===== src/rtl/board_reset_sequencer.sv =====
// Board reset conditioning: button synchronizer/debouncer, power-on hold,
// SoC and peripheral reset release sequencing, reset cause and press counter.
//
// state       | meaning
// ------------+--------------------------------------------------------------
// POR_HOLD    | power-on hold; SoC and peripheral resets asserted
// BTN_HOLD    | button reset; stretch runs once the button is released
// PERIPH_WAIT | SoC released, peripheral reset still asserted
// RUN         | both resets released
module board_reset_sequencer #(
    parameter int SYNC_STAGES     = 2,
    parameter int DEBOUNCE_CYCLES = 500000,
    parameter int POR_CYCLES      = 1024,
    parameter int STRETCH_CYCLES  = 256,
    parameter int PERIPH_DELAY    = 64
) (
    input  logic       ref_clk,
    input  logic       ref_rst,
    input  logic       btn_reset_ni,
    output logic       soc_rst_no,
    output logic       periph_rst_no,
    output logic [1:0] rst_cause_o,
    output logic [7:0] rst_count_o,
    output logic       busy_o
);

    localparam int HOLD_MAX_A = (POR_CYCLES > STRETCH_CYCLES) ? POR_CYCLES : STRETCH_CYCLES;
    localparam int HOLD_MAX   = (HOLD_MAX_A > PERIPH_DELAY) ? HOLD_MAX_A : PERIPH_DELAY;
    localparam int HOLD_W     = $clog2(HOLD_MAX) + 1;
    localparam int DB_W       = $clog2(DEBOUNCE_CYCLES);

    localparam logic [HOLD_W-1:0] POR_LAST     = HOLD_W'(POR_CYCLES);
    localparam logic [HOLD_W-1:0] STRETCH_LAST = HOLD_W'(STRETCH_CYCLES);
    localparam logic [HOLD_W-1:0] PERIPH_LAST  = HOLD_W'(PERIPH_DELAY);
    localparam logic [DB_W-1:0]   DB_LAST      = DB_W'(DEBOUNCE_CYCLES - 1);

    localparam logic [1:0] POR_HOLD    = 2'd0;
    localparam logic [1:0] BTN_HOLD    = 2'd1;
    localparam logic [1:0] PERIPH_WAIT = 2'd2;
    localparam logic [1:0] RUN         = 2'd3;

    localparam logic [1:0] CAUSE_POR = 2'b01;
    localparam logic [1:0] CAUSE_BTN = 2'b10;

    logic [SYNC_STAGES-1:0] sync_q;
    logic                   sync_lvl;
    logic                   deb;
    logic [DB_W-1:0]        db_cnt;

    logic [1:0]        state;
    logic [1:0]        state_nxt;
    logic [HOLD_W-1:0] hold_cnt;
    logic [HOLD_W-1:0] hold_nxt;
    logic [1:0]        cause_nxt;
    logic [7:0]        count_nxt;

    assign sync_lvl = sync_q[SYNC_STAGES-1];

    always_ff @(posedge ref_clk or posedge ref_rst) begin
        if (ref_rst) begin
            sync_q <= '1;
        end else begin
            sync_q <= {sync_q[SYNC_STAGES-2:0], btn_reset_ni};
        end
    end

    // A level change is accepted only after it persists for the full window.
    always_ff @(posedge ref_clk or posedge ref_rst) begin
        if (ref_rst) begin
            deb    <= 1'b1;
            db_cnt <= '0;
        end else if (sync_lvl == deb) begin
            db_cnt <= '0;
        end else if (db_cnt == DB_LAST) begin
            deb    <= sync_lvl;
            db_cnt <= '0;
        end else begin
            db_cnt <= db_cnt + 1'b1;
        end
    end

    always_comb begin
        state_nxt = state;
        hold_nxt  = hold_cnt;
        cause_nxt = rst_cause_o;
        count_nxt = rst_count_o;
        case (state)
            POR_HOLD: begin
                if (hold_cnt == POR_LAST && deb) begin
                    state_nxt = PERIPH_WAIT;
                    hold_nxt  = '0;
                end else if (hold_cnt != POR_LAST) begin
                    hold_nxt = hold_cnt + 1'b1;
                end
            end
            BTN_HOLD: begin
                if (!deb) begin
                    hold_nxt = '0;
                end else if (hold_cnt == STRETCH_LAST) begin
                    state_nxt = PERIPH_WAIT;
                    hold_nxt  = '0;
                end else begin
                    hold_nxt = hold_cnt + 1'b1;
                end
            end
            PERIPH_WAIT, RUN: begin
                // deb is always 1 on entry to these states, so a low level is a new press
                if (!deb) begin
                    state_nxt = BTN_HOLD;
                    hold_nxt  = '0;
                    cause_nxt = CAUSE_BTN;
                    count_nxt = (rst_count_o == 8'hFF) ? rst_count_o : rst_count_o + 8'd1;
                end else if (state == PERIPH_WAIT) begin
                    if (hold_cnt == PERIPH_LAST) begin
                        state_nxt = RUN;
                        hold_nxt  = '0;
                    end else begin
                        hold_nxt = hold_cnt + 1'b1;
                    end
                end
            end
            default: begin
                state_nxt = POR_HOLD;
                hold_nxt  = '0;
            end
        endcase
    end

    always_ff @(posedge ref_clk or posedge ref_rst) begin
        if (ref_rst) begin
            state         <= POR_HOLD;
            hold_cnt      <= '0;
            rst_cause_o   <= CAUSE_POR;
            rst_count_o   <= 8'd0;
            soc_rst_no    <= 1'b0;
            periph_rst_no <= 1'b0;
            busy_o        <= 1'b1;
        end else begin
            state         <= state_nxt;
            hold_cnt      <= hold_nxt;
            rst_cause_o   <= cause_nxt;
            rst_count_o   <= count_nxt;
            soc_rst_no    <= (state_nxt == PERIPH_WAIT) || (state_nxt == RUN);
            periph_rst_no <= (state_nxt == RUN);
            busy_o        <= (state_nxt != RUN);
        end
    end

endmodule


===== config.mk =====
export PLATFORM = sky130hd
export DESIGN_NAME = board_reset_sequencer
export DESIGN_NICKNAME = d
export VERILOG_FILES = /design/src/rtl/board_reset_sequencer.sv
export SDC_FILE = /design/constraint.sdc
export NUM_CORES = 1
export LEC_CHECK = 0
export CORE_ASPECT_RATIO = 1.5
export CORE_UTILIZATION = 30
export CTS_CLUSTER_DIAMETER = 40
export CTS_CLUSTER_SIZE = 40
export DETAILED_ROUTE_END_ITERATION = 10
export GPL_ROUTABILITY_DRIVEN = 1
export SETUP_SLACK_MARGIN = 0.5
export SLEW_MARGIN = 20
export SYNTH_ARGS = -nofsm -noshare
export SYNTH_HDL_FRONTEND = slang
export SYNTH_SLANG_ARGS = --single-unit

===== constraint.sdc =====
create_clock -name ref_clk -period 4.1 [get_ports ref_clk]
set_input_delay 0.82 -clock ref_clk [delete_from_list [all_inputs] [get_ports ref_clk]]
set_output_delay 0.82 -clock ref_clk [all_outputs]
set_load 0.02 [all_outputs]

==> reports/metrics.cfg <==
[status]
run_status = complete, no violations

[floorplanning]
die_w_um = 73.9
core.rowCount = 39
floorplan.core_area_um2 = 7560
io-pin-count = 16
die_height_um = 110
die-area_um2 = 8130
initial_utilization_pct = 30.8

[cts]
ctsLongestPathBuffers = 2
tritoncts = yes
post_cts.resized_instances = 0
cts.sink_count = 47
clock_latency_ns = 0.29
holdBufCountCts = 0
cts_buf_count = 5
clkTransAtPathRegs_ns = 0.06
clock-root-buffer = clkbuf_16
cts.repair_timing.setup_buffer_count = 0
clock_tree.htree_level_count = 2

[synthesis]
netlist.area_leader.share_pct = 45.1
yosys.area.top_type = dfrtp_1
synthArstFlopShare_pct = 100
syn_area_per_cell_um2 = 10.1
yosys-top-cells-area = dfrtp_1 45%, xor2_1 7.1%, dfstp_2 5.6%
yosysWarningCount = 0
post_synth_num_cell_types = 39
synth_area_um2 = 2330
synth_flop_cell = dfrtp_1
share_of_synthesized_area_occupied_by_flip_flops_and_latches_pct = 50.8
synthCells = 230
synthesis.nets = 237
ys_seq_elements = 47
post_synth_edffs = 0

[layout]
nets = 255
layout.cells.most_common = dfrtp_1
area_growth_syn_to_layout_pct = 17.0
drive_above_1_share_pct = 10.5
n_antenna_cell = 0
most-common-layout-cells = 42 x dfrtp_1, 35 x nor2_1, 19 x xor2_1
finished_core_util_pct = 36.0
finalNonFillerCells = 350
layout.filler_cells = 765
finish.instance_area_um2 = 2730

[worst_setup_path]
timing.critical_path.to_type = output port
worst_setup_path_type = reg -> out
crit_path_start_kind = flop
worst_path_dominant_cell_family = buffers and inverters
cp_slowest_cell = clkdlybuf4s50_1
crit_path_cell_trace = clkdlybuf4s50_1
critical-path-max-stage-delay_ns = 0.66
critical_path.max_fanout = 10
req_time_crit_path_ns = 3.28
worstPathArrival_ns = 1.45
crit_buf_inv = 1

[timing]
worst_slew_pin_slew_ns = 0.960
max_freq_mhz = 441
rsz0062_at_grt = false
setup-tns-final_ns = 0
min_period_ns = 2.27
slew_headroom_pct = 35.9
finalSetupViolCount = 0
report.final.slew_viol_count = 0
hold_viol = 0
period_utilization_pct = 55.3
final.setup_skew_ns = 0.00628

[global_routing]
number_of_global_route_vias_before_repair = 1776
grt_start_max_net_pins = 48
grt_first_pass_wirelength_um = 8000
gr-usage-all-layers_pct = 13.0
grt.overflow.total = 0
antenna_found_initial = 0

[flow_run]
max_cap_viol_count = 0

[placement]
portBuffers = 15
replace_congestion = 0.805
place_area_um2 = 2580
dpl.hpwl_um = 3190
place_inst = 343

[power]
fin_total_pwr_mw = 0.891
highest_ir_drop_seen_on_vdd_v = 0.000140
total_leakage_power_nw = 1.14
power_density_nw_per_um2 = 327

[route]
first_pass_iters = 4
detail-route-antenna-nets = 0
mean_number_of_vias_per_cell = 4.94
route.detailed.drc = 0
via_total_after_detailed_routing = 1728
drt-wirelength-per-cell_um = 13.0
routed_wl_um = 4560
first_iter_violations = 140

[min_path]
hold_path.class = reg -> reg

==> report_power, final <==
group	internal, mW	switching [mW]
sequential	0.468	0.00275
clock	0.238	0.162
combinational	0.00491	0.0145
total	0.711	0.180
==> registers in the layout (all words and copies together), names as in the netlist <==
signal and flops:
hold_cnt 11, rst_count_o 8, sync_q 2, soc_rst_no 1
busy_o 1, db_cnt 19, deb 1, state 1
periph_rst_no 1, rst_cause_o 2
==> metrics by stage <==
step	setup WS, ns	hold slack, ns
after floorplan	2.17	0.345
after global placement	1.98	0.347
after detailed placement	2.01	0.348
after CTS	1.82	0.357
after global routing	1.78	0.364
final	1.83	0.355
==> cell type report <==
type                    instances  area, um2  share of cell area [%]
inverters                       7       26.3                   0.964
clock buffers                   6        139                    5.10
clock inverters                 1       5.00                   0.184
well taps                     102        128                    4.68
multi-input cells             172       1090                    40.2
flip-flops and latches         47       1180                    43.4
repair buffers                 15        150                    5.51
==> cell usage after synthesis, types with 4 or more instances <==
master   count
and2_1       4
and3_1       4
dfrtp_1     42
dfstp_2      5
ha_1         4
inv_1        7
mux2_2       4
nand2_1     16
nand3_1     18
nand4_1     11
nor2_1      35
nor2b_1      4
nor3_1       6
nor4b_1      6
xnor2_1      9
xor2_1      19
==> cells by family after synthesis <==
| group | Yosys count | synth area share (%) |
|---|---|---|
| xor gates and xnor gates | 28 | 10.5 |
| muxes | 5 | 2.36 |
| buffers and inverters | 11 | 2.20 |
| adders and majority gates | 4 | 2.15 |
| DFF | 47 | 50.8 |
| AOI/OAI and AO/OA | 17 | 5.11 |
| and+or+nand+nor | 118 | 26.9 |
==> worst paths after layout <==
| kind | end | slack [ns] | startpoint | cells past startpoint |
|---|---|---|---|---|
| min in group asynchronous | db_cnt[15] | 1.07 | ref_rst | 2 |
| max in group asynchronous | rst_count_o[7] | 2.42 | ref_rst | 2 |
| min reg2reg | sync_q[1] | 0.36 | sync_q[0] | 0 |
| max reg2reg | hold_cnt[4] | 1.94 | hold_cnt[0] | 7 |
| max | soc_rst_no | 1.83 | soc_rst_no | 1 |
| min | sync_q[1] | 0.36 | sync_q[0] | 0 |
==> per-layer routing <==
layer,up-vias,global-route usage (%),wire (um)
li1,840,-,-
met1,847,13.6,1820
met2,30,23.2,2450
met3,11,2.84,110
met4,0,7.69,178
met5,-,0,0
(Power assumes the default switching activity.)
